==> src/rtl/imm_decode_sequencer_if.sv <==
// ----------------------------------------------------------------------------
// imm_decode_sequencer_if
//   Bundles every IF/ID, immediate-generator, ID/EX and status signal of the
//   ID-stage controller. Clock and reset stay as plain module ports.
//
//   slave  : view taken by imm_decode_sequencer (decoder/sequencer side)
//   master : view taken by the surrounding pipeline / environment
//
//   IF side       : IF_INSTR, IF_PC, IF_VALID -> ID_READY
//   EX side       : EX_READY -> ID_EX_* entry
//   Immediate gen : IMM_SEL, IMM_IN out; IMM_OUT back in (combinational loop
//                   through the external generator, no state inside)
//   Control       : FLUSH
//   Status        : BUBBLE_CNT, FLUSH_CNT (saturating, CNT_W bits)
// ----------------------------------------------------------------------------
interface imm_decode_sequencer_if #(
  parameter int CNT_W = 16
) ();

  logic [31:0]      IF_INSTR;
  logic [31:0]      IF_PC;
  logic             IF_VALID;
  logic             ID_READY;
  logic             EX_READY;
  logic             FLUSH;
  logic [2:0]       IMM_SEL;
  logic [24:0]      IMM_IN;
  logic [31:0]      IMM_OUT;
  logic             ID_EX_VALID;
  logic [31:0]      ID_EX_PC;
  logic [31:0]      ID_EX_IMM;
  logic [2:0]       ID_EX_IMM_SEL;
  logic [4:0]       ID_EX_RS1;
  logic [4:0]       ID_EX_RS2;
  logic [4:0]       ID_EX_RD;
  logic             ID_EX_MEMREAD;
  logic [CNT_W-1:0] BUBBLE_CNT;
  logic [CNT_W-1:0] FLUSH_CNT;

  modport slave (
    input  IF_INSTR, IF_PC, IF_VALID, EX_READY, FLUSH, IMM_OUT,
    output ID_READY, IMM_SEL, IMM_IN,
    output ID_EX_VALID, ID_EX_PC, ID_EX_IMM, ID_EX_IMM_SEL,
    output ID_EX_RS1, ID_EX_RS2, ID_EX_RD, ID_EX_MEMREAD,
    output BUBBLE_CNT, FLUSH_CNT
  );

  modport master (
    output IF_INSTR, IF_PC, IF_VALID, EX_READY, FLUSH, IMM_OUT,
    input  ID_READY, IMM_SEL, IMM_IN,
    input  ID_EX_VALID, ID_EX_PC, ID_EX_IMM, ID_EX_IMM_SEL,
    input  ID_EX_RS1, ID_EX_RS2, ID_EX_RD, ID_EX_MEMREAD,
    input  BUBBLE_CNT, FLUSH_CNT
  );

endinterface

==> src/rtl/imm_decode_sequencer.sv <==
// ----------------------------------------------------------------------------
// imm_decode_sequencer
//   ID-stage controller for an RV32IM pipeline. Decodes the IF/ID instruction
//   into an immediate-select code, feeds the external immediate generator,
//   and captures the returned immediate together with PC and register fields
//   into a one-entry ID/EX register with valid/ready handshaking. Inserts one
//   bubble per load-use hazard, honours FLUSH, and counts bubbles and flushes
//   with saturating counters.
//
// Ports
//   CLK      : clock, rising edge
//   RESET_N  : asynchronous active-low reset
//   bus      : imm_decode_sequencer_if.slave (all data/handshake signals)
// ----------------------------------------------------------------------------
module imm_decode_sequencer #(
  parameter int CNT_W = 16
) (
  input  logic                   CLK,
  input  logic                   RESET_N,
  imm_decode_sequencer_if.slave  bus
);

  // Opcodes
  localparam logic [6:0] OPC_LUI    = 7'b0110111;
  localparam logic [6:0] OPC_AUIPC  = 7'b0010111;
  localparam logic [6:0] OPC_JAL    = 7'b1101111;
  localparam logic [6:0] OPC_JALR   = 7'b1100111;
  localparam logic [6:0] OPC_BRANCH = 7'b1100011;
  localparam logic [6:0] OPC_LOAD   = 7'b0000011;
  localparam logic [6:0] OPC_STORE  = 7'b0100011;
  localparam logic [6:0] OPC_OPIMM  = 7'b0010011;
  localparam logic [6:0] OPC_OP     = 7'b0110011;

  // Immediate-select codes (I_UNSIGNED exists in the generator but is never
  // chosen here: SLTIU compares against a sign-extended immediate)
  localparam logic [2:0] SEL_U        = 3'b000;
  localparam logic [2:0] SEL_J        = 3'b001;
  localparam logic [2:0] SEL_S        = 3'b010;
  localparam logic [2:0] SEL_B        = 3'b011;
  localparam logic [2:0] SEL_I_SIGNED = 3'b100;
  localparam logic [2:0] SEL_I_SHIFT  = 3'b101;
  localparam logic [2:0] SEL_NONE     = 3'b111;

  // FSM states
  localparam logic [0:0] ST_RUN    = 1'b0;
  localparam logic [0:0] ST_BUBBLE = 1'b1;

  localparam logic [CNT_W-1:0] CNT_MAX = {CNT_W{1'b1}};
  localparam logic [CNT_W-1:0] CNT_ONE = {{(CNT_W-1){1'b0}}, 1'b1};

  // Saturating increment: holds at all-ones instead of wrapping
  function automatic logic [CNT_W-1:0] sat_inc(input logic [CNT_W-1:0] cnt);
    logic [CNT_W-1:0] res;
    if (cnt == CNT_MAX) begin
      res = cnt;
    end else begin
      res = cnt + CNT_ONE;
    end
    return res;
  endfunction

  // Decode results
  logic [6:0] opcode_s;
  logic [2:0] funct3_s;
  logic [2:0] imm_sel_s;
  logic       rs1_used_s;
  logic       rs2_used_s;
  logic       rd_used_s;
  logic       memread_s;
  logic [4:0] rs1_s;
  logic [4:0] rs2_s;
  logic [4:0] rd_s;
  logic       adv_s;
  logic       hz_s;

  // ID/EX state
  logic [0:0]       state_q,      state_d;
  logic             valid_q,      valid_d;
  logic [31:0]      pc_q,         pc_d;
  logic [31:0]      imm_q,        imm_d;
  logic [2:0]       imm_sel_q,    imm_sel_d;
  logic [4:0]       rs1_q,        rs1_d;
  logic [4:0]       rs2_q,        rs2_d;
  logic [4:0]       rd_q,         rd_d;
  logic             memread_q,    memread_d;
  logic [CNT_W-1:0] bubble_cnt_q, bubble_cnt_d;
  logic [CNT_W-1:0] flush_cnt_q,  flush_cnt_d;

  assign opcode_s = bus.IF_INSTR[6:0];
  assign funct3_s = bus.IF_INSTR[14:12];

  // Opcode decode: immediate format plus which register fields are live
  always_comb begin
    imm_sel_s  = SEL_NONE;
    rs1_used_s = 1'b0;
    rs2_used_s = 1'b0;
    rd_used_s  = 1'b0;
    memread_s  = 1'b0;
    case (opcode_s)
      OPC_LUI, OPC_AUIPC: begin
        imm_sel_s = SEL_U;
        rd_used_s = 1'b1;
      end
      OPC_JAL: begin
        imm_sel_s = SEL_J;
        rd_used_s = 1'b1;
      end
      OPC_JALR: begin
        imm_sel_s  = SEL_I_SIGNED;
        rs1_used_s = 1'b1;
        rd_used_s  = 1'b1;
      end
      OPC_BRANCH: begin
        imm_sel_s  = SEL_B;
        rs1_used_s = 1'b1;
        rs2_used_s = 1'b1;
      end
      OPC_LOAD: begin
        imm_sel_s  = SEL_I_SIGNED;
        rs1_used_s = 1'b1;
        rd_used_s  = 1'b1;
        memread_s  = 1'b1;
      end
      OPC_STORE: begin
        imm_sel_s  = SEL_S;
        rs1_used_s = 1'b1;
        rs2_used_s = 1'b1;
      end
      OPC_OPIMM: begin
        // SLLI/SRLI/SRAI carry a shamt, everything else a signed immediate
        if ((funct3_s == 3'b001) || (funct3_s == 3'b101)) begin
          imm_sel_s = SEL_I_SHIFT;
        end else begin
          imm_sel_s = SEL_I_SIGNED;
        end
        rs1_used_s = 1'b1;
        rd_used_s  = 1'b1;
      end
      OPC_OP: begin
        imm_sel_s  = SEL_NONE;
        rs1_used_s = 1'b1;
        rs2_used_s = 1'b1;
        rd_used_s  = 1'b1;
      end
      default: begin
        imm_sel_s  = SEL_NONE;
        rs1_used_s = 1'b0;
        rs2_used_s = 1'b0;
        rd_used_s  = 1'b0;
        memread_s  = 1'b0;
      end
    endcase
  end

  // Unused register fields are zeroed so they never create false hazards
  assign rs1_s = rs1_used_s ? bus.IF_INSTR[19:15] : 5'd0;
  assign rs2_s = rs2_used_s ? bus.IF_INSTR[24:20] : 5'd0;
  assign rd_s  = rd_used_s  ? bus.IF_INSTR[11:7]  : 5'd0;

  assign adv_s = !valid_q || bus.EX_READY;

  // Load-use: the load in ID/EX writes a register this instruction reads
  assign hz_s = bus.IF_VALID && valid_q && memread_q && (rd_q != 5'd0) &&
                ((rs1_used_s && (rs1_s == rd_q)) ||
                 (rs2_used_s && (rs2_s == rd_q)));

  // On flush the IF/ID slot is drained regardless of stall conditions
  assign bus.ID_READY = bus.FLUSH || (adv_s && !hz_s);
  assign bus.IMM_SEL  = imm_sel_s;
  assign bus.IMM_IN   = bus.IF_INSTR[31:7];

  // Next-state selection: flush > bubble > load > idle > hold
  always_comb begin
    state_d      = state_q;
    valid_d      = valid_q;
    pc_d         = pc_q;
    imm_d        = imm_q;
    imm_sel_d    = imm_sel_q;
    rs1_d        = rs1_q;
    rs2_d        = rs2_q;
    rd_d         = rd_q;
    memread_d    = memread_q;
    bubble_cnt_d = bubble_cnt_q;
    flush_cnt_d  = flush_cnt_q;
    if (bus.FLUSH) begin
      valid_d = 1'b0;
      state_d = ST_RUN;
      // Only flushes that actually kill an instruction are counted
      if (valid_q || bus.IF_VALID) begin
        flush_cnt_d = sat_inc(flush_cnt_q);
      end else begin
        flush_cnt_d = flush_cnt_q;
      end
    end else if (adv_s && hz_s) begin
      valid_d      = 1'b0;
      bubble_cnt_d = sat_inc(bubble_cnt_q);
      state_d      = ST_BUBBLE;
    end else if (adv_s && bus.IF_VALID) begin
      valid_d   = 1'b1;
      pc_d      = bus.IF_PC;
      imm_d     = bus.IMM_OUT;
      imm_sel_d = imm_sel_s;
      rs1_d     = rs1_s;
      rs2_d     = rs2_s;
      rd_d      = rd_s;
      memread_d = memread_s;
      state_d   = ST_RUN;
    end else if (adv_s) begin
      valid_d = 1'b0;
      state_d = ST_RUN;
    end else begin
      // EX is stalled on a valid entry: everything holds
      state_d = state_q;
    end
  end

  // ID/EX register, FSM state and counters
  always_ff @(posedge CLK or negedge RESET_N) begin
    if (!RESET_N) begin
      state_q      <= ST_RUN;
      valid_q      <= 1'b0;
      pc_q         <= 32'd0;
      imm_q        <= 32'd0;
      imm_sel_q    <= 3'b000;
      rs1_q        <= 5'd0;
      rs2_q        <= 5'd0;
      rd_q         <= 5'd0;
      memread_q    <= 1'b0;
      bubble_cnt_q <= {CNT_W{1'b0}};
      flush_cnt_q  <= {CNT_W{1'b0}};
    end else begin
      state_q      <= state_d;
      valid_q      <= valid_d;
      pc_q         <= pc_d;
      imm_q        <= imm_d;
      imm_sel_q    <= imm_sel_d;
      rs1_q        <= rs1_d;
      rs2_q        <= rs2_d;
      rd_q         <= rd_d;
      memread_q    <= memread_d;
      bubble_cnt_q <= bubble_cnt_d;
      flush_cnt_q  <= flush_cnt_d;
    end
  end

  assign bus.ID_EX_VALID   = valid_q;
  assign bus.ID_EX_PC      = pc_q;
  assign bus.ID_EX_IMM     = imm_q;
  assign bus.ID_EX_IMM_SEL = imm_sel_q;
  assign bus.ID_EX_RS1     = rs1_q;
  assign bus.ID_EX_RS2     = rs2_q;
  assign bus.ID_EX_RD      = rd_q;
  assign bus.ID_EX_MEMREAD = memread_q;
  assign bus.BUBBLE_CNT    = bubble_cnt_q;
  assign bus.FLUSH_CNT     = flush_cnt_q;

endmodule

==> src/flat_wrapper.sv <==
// flat-port wrapper written by rule: the top's interface ports become plain ports
module imm_decode_sequencer_flat 
#(
  parameter int CNT_W = 16
)
  (CLK, RESET_N, bus_IF_INSTR, bus_IF_PC, bus_IF_VALID, bus_EX_READY, bus_FLUSH, bus_IMM_OUT, bus_ID_READY, bus_IMM_SEL, bus_IMM_IN, bus_ID_EX_VALID, bus_ID_EX_PC, bus_ID_EX_IMM, bus_ID_EX_IMM_SEL, bus_ID_EX_RS1, bus_ID_EX_RS2, bus_ID_EX_RD, bus_ID_EX_MEMREAD, bus_BUBBLE_CNT, bus_FLUSH_CNT);
  imm_decode_sequencer_if #(.CNT_W(CNT_W)) bus_i ();
  input  logic CLK;
  input  logic RESET_N;
  input wire logic [$bits(bus_i.IF_INSTR)-1:0] bus_IF_INSTR;
  input wire logic [$bits(bus_i.IF_PC)-1:0] bus_IF_PC;
  input wire logic [$bits(bus_i.IF_VALID)-1:0] bus_IF_VALID;
  input wire logic [$bits(bus_i.EX_READY)-1:0] bus_EX_READY;
  input wire logic [$bits(bus_i.FLUSH)-1:0] bus_FLUSH;
  input wire logic [$bits(bus_i.IMM_OUT)-1:0] bus_IMM_OUT;
  output wire logic [$bits(bus_i.ID_READY)-1:0] bus_ID_READY;
  output wire logic [$bits(bus_i.IMM_SEL)-1:0] bus_IMM_SEL;
  output wire logic [$bits(bus_i.IMM_IN)-1:0] bus_IMM_IN;
  output wire logic [$bits(bus_i.ID_EX_VALID)-1:0] bus_ID_EX_VALID;
  output wire logic [$bits(bus_i.ID_EX_PC)-1:0] bus_ID_EX_PC;
  output wire logic [$bits(bus_i.ID_EX_IMM)-1:0] bus_ID_EX_IMM;
  output wire logic [$bits(bus_i.ID_EX_IMM_SEL)-1:0] bus_ID_EX_IMM_SEL;
  output wire logic [$bits(bus_i.ID_EX_RS1)-1:0] bus_ID_EX_RS1;
  output wire logic [$bits(bus_i.ID_EX_RS2)-1:0] bus_ID_EX_RS2;
  output wire logic [$bits(bus_i.ID_EX_RD)-1:0] bus_ID_EX_RD;
  output wire logic [$bits(bus_i.ID_EX_MEMREAD)-1:0] bus_ID_EX_MEMREAD;
  output wire logic [$bits(bus_i.BUBBLE_CNT)-1:0] bus_BUBBLE_CNT;
  output wire logic [$bits(bus_i.FLUSH_CNT)-1:0] bus_FLUSH_CNT;
  assign bus_i.IF_INSTR = bus_IF_INSTR;
  assign bus_i.IF_PC = bus_IF_PC;
  assign bus_i.IF_VALID = bus_IF_VALID;
  assign bus_i.EX_READY = bus_EX_READY;
  assign bus_i.FLUSH = bus_FLUSH;
  assign bus_i.IMM_OUT = bus_IMM_OUT;
  assign bus_ID_READY = bus_i.ID_READY;
  assign bus_IMM_SEL = bus_i.IMM_SEL;
  assign bus_IMM_IN = bus_i.IMM_IN;
  assign bus_ID_EX_VALID = bus_i.ID_EX_VALID;
  assign bus_ID_EX_PC = bus_i.ID_EX_PC;
  assign bus_ID_EX_IMM = bus_i.ID_EX_IMM;
  assign bus_ID_EX_IMM_SEL = bus_i.ID_EX_IMM_SEL;
  assign bus_ID_EX_RS1 = bus_i.ID_EX_RS1;
  assign bus_ID_EX_RS2 = bus_i.ID_EX_RS2;
  assign bus_ID_EX_RD = bus_i.ID_EX_RD;
  assign bus_ID_EX_MEMREAD = bus_i.ID_EX_MEMREAD;
  assign bus_BUBBLE_CNT = bus_i.BUBBLE_CNT;
  assign bus_FLUSH_CNT = bus_i.FLUSH_CNT;
  imm_decode_sequencer #(.CNT_W(CNT_W)) u_core (.CLK(CLK), .RESET_N(RESET_N), .bus(bus_i));
endmodule
==> config.mk <==
export PLATFORM = sky130hd
export DESIGN_NAME = imm_decode_sequencer_flat
export DESIGN_NICKNAME = d
export VERILOG_FILES = /design/src/rtl/imm_decode_sequencer_if.sv /design/src/rtl/imm_decode_sequencer.sv /design/src/flat_wrapper.sv
export SDC_FILE = /design/constraint.sdc
export NUM_CORES = 1
export LEC_CHECK = 0
export ABC_AREA = 1
export CELL_PAD_IN_SITES_DETAIL_PLACEMENT = 2
export CELL_PAD_IN_SITES_GLOBAL_PLACEMENT = 2
export CORE_UTILIZATION = 23
export CTS_CLUSTER_DIAMETER = 100
export DETAILED_ROUTE_END_ITERATION = 8
export PLACE_DENSITY = 0.8
export SLEW_MARGIN = 5
export SYNTH_ARGS = -nofsm -noshare
export SYNTH_HDL_FRONTEND = slang
export SYNTH_SLANG_ARGS = --single-unit
export TNS_END_PERCENT = 100
==> constraint.sdc <==
create_clock -name CLK -period 2.7 [get_ports CLK]
set_clock_uncertainty 0.1 [all_clocks]
set_input_delay 0.54 -clock CLK [delete_from_list [all_inputs] [get_ports CLK]]
set_output_delay 0.54 -clock CLK [all_outputs]
set_load 0.05 [all_outputs]
## Word level (Yosys, flattened, before mapping)

Index checks and enable logic that the tools add are counted.

| storage, ports and cells | value |
|---|---|
| flip-flop bits (word level) | 116 |
| input bits | 101 |
| output and inout port bits | 145 |
| logic and storage cells | 70 |

| cells by class | value |
|---|---|
| $add $sub $neg | 2 |
| equal/unequal tests | 15 |
| mux-type cells | 13 |
| bitwise operators | 4 |
| reduce and logical (&&, ||, !) cells | 26 |

Operators with widths:

| cell | count |
|---|---|
| $add 16x1->16 const B | 2 |
| $eq 16x16->1 const B | 2 |
| $eq 7x6->1 const B | 3 |
| $eq 7x7->1 const B | 3 |
| $pmux 3 s6 | 1 |
| $mux 5 | 3 |
| $eq 7x5->1 const B | 2 |
| $eq 5x5->1 | 2 |
| $logic_and 1x1->1 | 9 |
| $mux 1 | 9 |
| $reduce_and 3->1 | 3 |
| $eq 7x2->1 const B | 1 |
| $reduce_or 7->1 | 1 |
| $reduce_or 6->1 | 1 |
| $logic_or 1x1->1 | 5 |
| $reduce_bool 5->1 | 1 |
| $not 1->1 | 4 |
| $reduce_bool 4->1 | 1 |
| $reduce_or 2->1 | 2 |
| $eq 3x1->1 const B | 1 |
| $eq 3x3->1 const B | 1 |
| $reduce_or 3->1 | 1 |
| $logic_not 1->1 | 2 |

## Depth between registers and ports, before layout

| depth | value |
|---|---|
| word-level depth | 11 |
| gate-level depth with buffers | 15 |
| mapped depth without buffers | 14 |

## Least setup slack after synthesis

No wires, ideal clock.

| path | value |
|---|---|
| kind | input-to-output |
| from | input port bus_IF_INSTR[1] |
| to | output port bus_ID_READY |
| arrival time | 2,465 ps |
| data required time | 2,060 ps |
| setup slack | -405 ps |
| stages on the path | 9 |
| path buffers | 0 |
| cells stage by stage | nand2_1 > nor2_1 > nand2_1 > nand2_2 > nor2_4 > nor2_1 > o21bai_1 > and2_4 > o21ai_0 |

| on the way | value |
|---|---|
| cells in the longest elaborated chain, start to end | 11 |
| elaborated cells between the ends (all ways) | 21 |
| those cells by class | eq/ne (8); mux (4); reduce/logical (9) |

Ends and longest elaborated chain:

| what | line | text |
|---|---|---|
| start: declaration | flat_wrapper.sv:10 | `input wire logic [$bits(bus_i.IF_INSTR)-1:0] bus_IF_INSTR;` |
| $eq 7x6->1, or another cell as far along | imm_decode_sequencer.sv:99 | `case (opcode_s)` |
| $reduce_or 6->1 (no source line) / $reduce_or 3->1 (equally long branches) | -- |  |
| $mux 1 | imm_decode_sequencer.sv:99 |  |
| $mux 5 (on tied branches) | imm_decode_sequencer.sv:156, imm_decode_sequencer.sv:157 |  |
| $eq 5x5->1 (on tied branches) | imm_decode_sequencer.sv:164, imm_decode_sequencer.sv:165 |  |
| $logic_and 1x1->1 (on tied branches) | imm_decode_sequencer.sv:164, imm_decode_sequencer.sv:165 |  |
| $logic_or 1x1->1 (*) | imm_decode_sequencer.sv:164 | `((rs1_used_s && (rs1_s == rd_q)) \|\|` |
| $logic_and 1x1->1 (*) | imm_decode_sequencer.sv:163 | `assign hz_s = bus.IF_VALID && valid_q && memread_q && (rd_q != 5'd0) &&` |
| $logic_not 1->1 (*) | imm_decode_sequencer.sv:168 | `assign bus.ID_READY = bus.FLUSH \|\| (adv_s && !hz_s);` |
| $logic_and 1x1->1 (*) | imm_decode_sequencer.sv:168 |  |
| $logic_or 1x1->1 (*) | imm_decode_sequencer.sv:168 |  |
| end: declaration | flat_wrapper.sv:16 | `output wire logic [$bits(bus_i.ID_READY)-1:0] bus_ID_READY;` |

Mark *: on every way between the ends. The rest lies on a longest branch, timed or not.

## Worst setup path after layout

| path | value |
|---|---|
| from | input port bus_IF_INSTR[4] |
| to | output port bus_ID_READY |

Same word-level chain as after synthesis.

==> impl_metrics.env <==
export IMPL_yosysSeqAreaShare=0.505
export IMPL_die_y_um=160
export IMPL_final_area_um2=9270
export IMPL_hold_slack_ns=0.0147
export IMPL_nets=1044
export IMPL_drt_wl_total_um=22600
export IMPL_avgSynthCellArea_um2=8.34
export IMPL_hp_class="primary input to asynchronous set/reset pin"
export IMPL_grt_pass1_wl_um=35800
export IMPL_maxCapViolCount=0
export IMPL_cts_tree="yes"
export IMPL_die_width_um=160
export IMPL_reg2reg_from="u_core.bus.ID_EX_RD[4]"
export IMPL_cts_path_max_buffers=2
export IMPL_core_area_um2=24400
export IMPL_vias_per_cell=4.55
export IMPL_clock_latency_ns=0.41
export IMPL_worstSetupStartpointType="primary input"
export IMPL_cp_required_ns=2.06
export IMPL_layout_min_cycle_time_ns=2.68
export IMPL_path_max_fanout=5
export IMPL_areaGrowthSynthToFinish_pct=61.2
export IMPL_synthCells=690
export IMPL_io_buffers=229
export IMPL_dp_slack_ns=-0.408
export IMPL_place_area_um2=8550
export IMPL_ys_seq_elements=116
export IMPL_setup_ws_ns=0.0172
export IMPL_boundaryPins=246
export IMPL_hold_viol_final=0
export IMPL_drt_iter0_drc=171
export IMPL_h_tree_depth=4
export IMPL_final_cell_mix="222 x nand2_1, 192 x clkdlybuf4s50_1, 113 x dfrtp_1"
export IMPL_track_usage=0.179
export IMPL_syn_num_nets=793
export IMPL_antenna_found_initial=1
export IMPL_dieArea_um2=25600
export IMPL_reg2reg_slack_ns=0.13
export IMPL_grt_ovfl_total=0
export IMPL_gp_congestion=0.780
export IMPL_grt_start_max_net_pins=47
export IMPL_routedWlPerCell_um=17.7
export IMPL_clk_pin_slew_ns=0.06
export IMPL_ir_drop_v=0.000317
export IMPL_worstMarginPinSlew_ns=0.605
export IMPL_crit_type="primary input to output port"
export IMPL_outcome="finished, final reports clean"
export IMPL_worst_setup_path_end_kind="output port"
export IMPL_dp_hpwl_um=16100
export IMPL_rsz0062_at_grt="true"
export IMPL_start_util=0.236
export IMPL_p_total_mw=6.11
export IMPL_synth_edf_count=0
export IMPL_reg2reg_depth=16
export IMPL_rows=57
export IMPL_drtPass1Iterations=4
export IMPL_r2r_end="u_core.bus.BUBBLE_CNT[14]"
export IMPL_cts_root_buffer="clkbuf_16"
export IMPL_layout_commonest_cell="nand2_1"
export IMPL_cts_inserted_buffers=17
export IMPL_drive_above_1_share=0.167
export IMPL_clkSinkCount=116
export IMPL_setup_tns_ns=0
export IMPL_final_period_utilization=0.994
export IMPL_final_antenna_net_count=0
export IMPL_syn_area_um2=5750
export IMPL_critPathArrivalTime_ns=2.04
export IMPL_slew_headroom=0.595
export IMPL_ys_warn_count=0
export IMPL_setup_viol=0
export IMPL_antenna_cells=0
export IMPL_grt_pass1_vias=6482
export IMPL_yosys_most_used_dff="dfrtp_1"
export IMPL_synth_cell_types=30
export IMPL_p_leak_nw=4.49
export IMPL_timing_fmax_ghz=0.373
export IMPL_postSynth_asyncResetShare=1.00
export IMPL_fill_cells=2712
export IMPL_finalMaxSlewViolations=0
export IMPL_num_vias=5816
export IMPL_remaining_drc_errors=0
export IMPL_power_density_nw_per_um2=659
worst max path at each step:
stage | startpoint | to | slack, ns | cells after the start
floorplan | bus_IF_INSTR[1] | bus_ID_READY | -0.03 | 9
global placement | bus_IF_INSTR[4] | bus_ID_READY | -0.31 | 10
detailed placement | bus_IF_INSTR[4] | bus_ID_READY | -0.41 | 10
CTS | u_core.bus.ID_EX_RD[3] | bus_ID_READY | 0.003 | 8
global route | bus_IF_INSTR[4] | bus_ID_READY | -0.07 | 11
finish | bus_IF_INSTR[4] | bus_ID_READY | 0.02 | 11
synthesized netlist by cell type, types with 2 or more instances:
cell      count  area [µm²]
clkbuf_1     20        75.1
nand3_1      21         105
dfrtp_1     116        2900
buf_2        10        50.1
nand2_2       3        18.8
nor3_1        8        40.0
ha_1          2        25.0
buf_4        26         195
a21oi_1       5        25.0
nor2_4        3        33.8
xnor2_1       8        70.1
nand2_1     226         848
nand4_1      92         576
nor2_1       47         176
nor4_1        3        18.8
inv_1        55         206
o21ai_0       5        25.0
xor2_1       21         184
buf_6         8        90.1
flip-flops by register name (all words and copies together), names as in the netlist:
register / count
u_core.bus.FLUSH_CNT: 16
u_core.bus.ID_EX_PC: 32
u_core.bus.ID_EX_RS2: 5
u_core.bus.ID_EX_MEMREAD: 1
u_core.bus.ID_EX_RS1: 5
u_core.bus.ID_EX_IMM_SEL: 3
u_core.bus.ID_EX_IMM: 32
u_core.bus.BUBBLE_CNT: 16
u_core.bus.ID_EX_RD: 5
u_core.bus.ID_EX_VALID: 1
critical path: stages:
cell and delay (ns):
clkdlybuf4s15_2 0.23, inv_2 0.08, nand2_2 0.10, a21oi_4 0.24, nand2_1 0.11, nand2_1 0.09, nand3_2 0.10, o21bai_4 0.14
and2_4 0.18, o21ai_4 0.06, buf_12 0.16
cells by family after synthesis:
family	Yosys count	synth area share
XOR/XNOR	29	0.0442
adder cells (fa/ha/maj)	2	0.00435
AO/OA/AOI/OAI	16	0.0181
AND/OR/NAND/NOR	406	0.320
buffers and inverters	121	0.109
flip-flops	116	0.505
routing by layer:
layer	track usage	part of all wire	routed length [µm]
met1	0.208	0.42	9500
met2	0.310	0.51	11500
met3	0.0553	0.053	1200
met4	0.0584	0.016	367
met5	0	0.00058	13
timing repair:
action | CTS | global route
resized for setup | 37 | 14
setup buffers | 7 | 5
pin swaps | 12 | 8
setup endpoints to repair | 4 | 19
hold buffers | 0 | 0
power breakdown:
part | internal, mW | switching, mW
combinational | 0.648 | 1.26
clock | 1.27 | 0.834
sequential | 1.94 | 0.157
final cells by class:
cell class / instances / area (µm²) / area share
clock inverters: 8 / 51.3 / 0.00553
well taps: 324 / 405 / 0.0437
flip-flops and latches: 116 / 2910 / 0.313
clock buffers: 24 / 492 / 0.0530
inverters: 56 / 210 / 0.0227
multi-input cells: 453 / 2330 / 0.252
repair buffers: 297 / 2870 / 0.310
through the flow:
step                 util  instances
floorplan               -        690
global placement    0.350       1234
detailed placement  0.350       1234
CTS                 0.377       1273
global route        0.380       1278
finish              0.380       1278
Note: power is estimated with default switching activity, not from simulation.
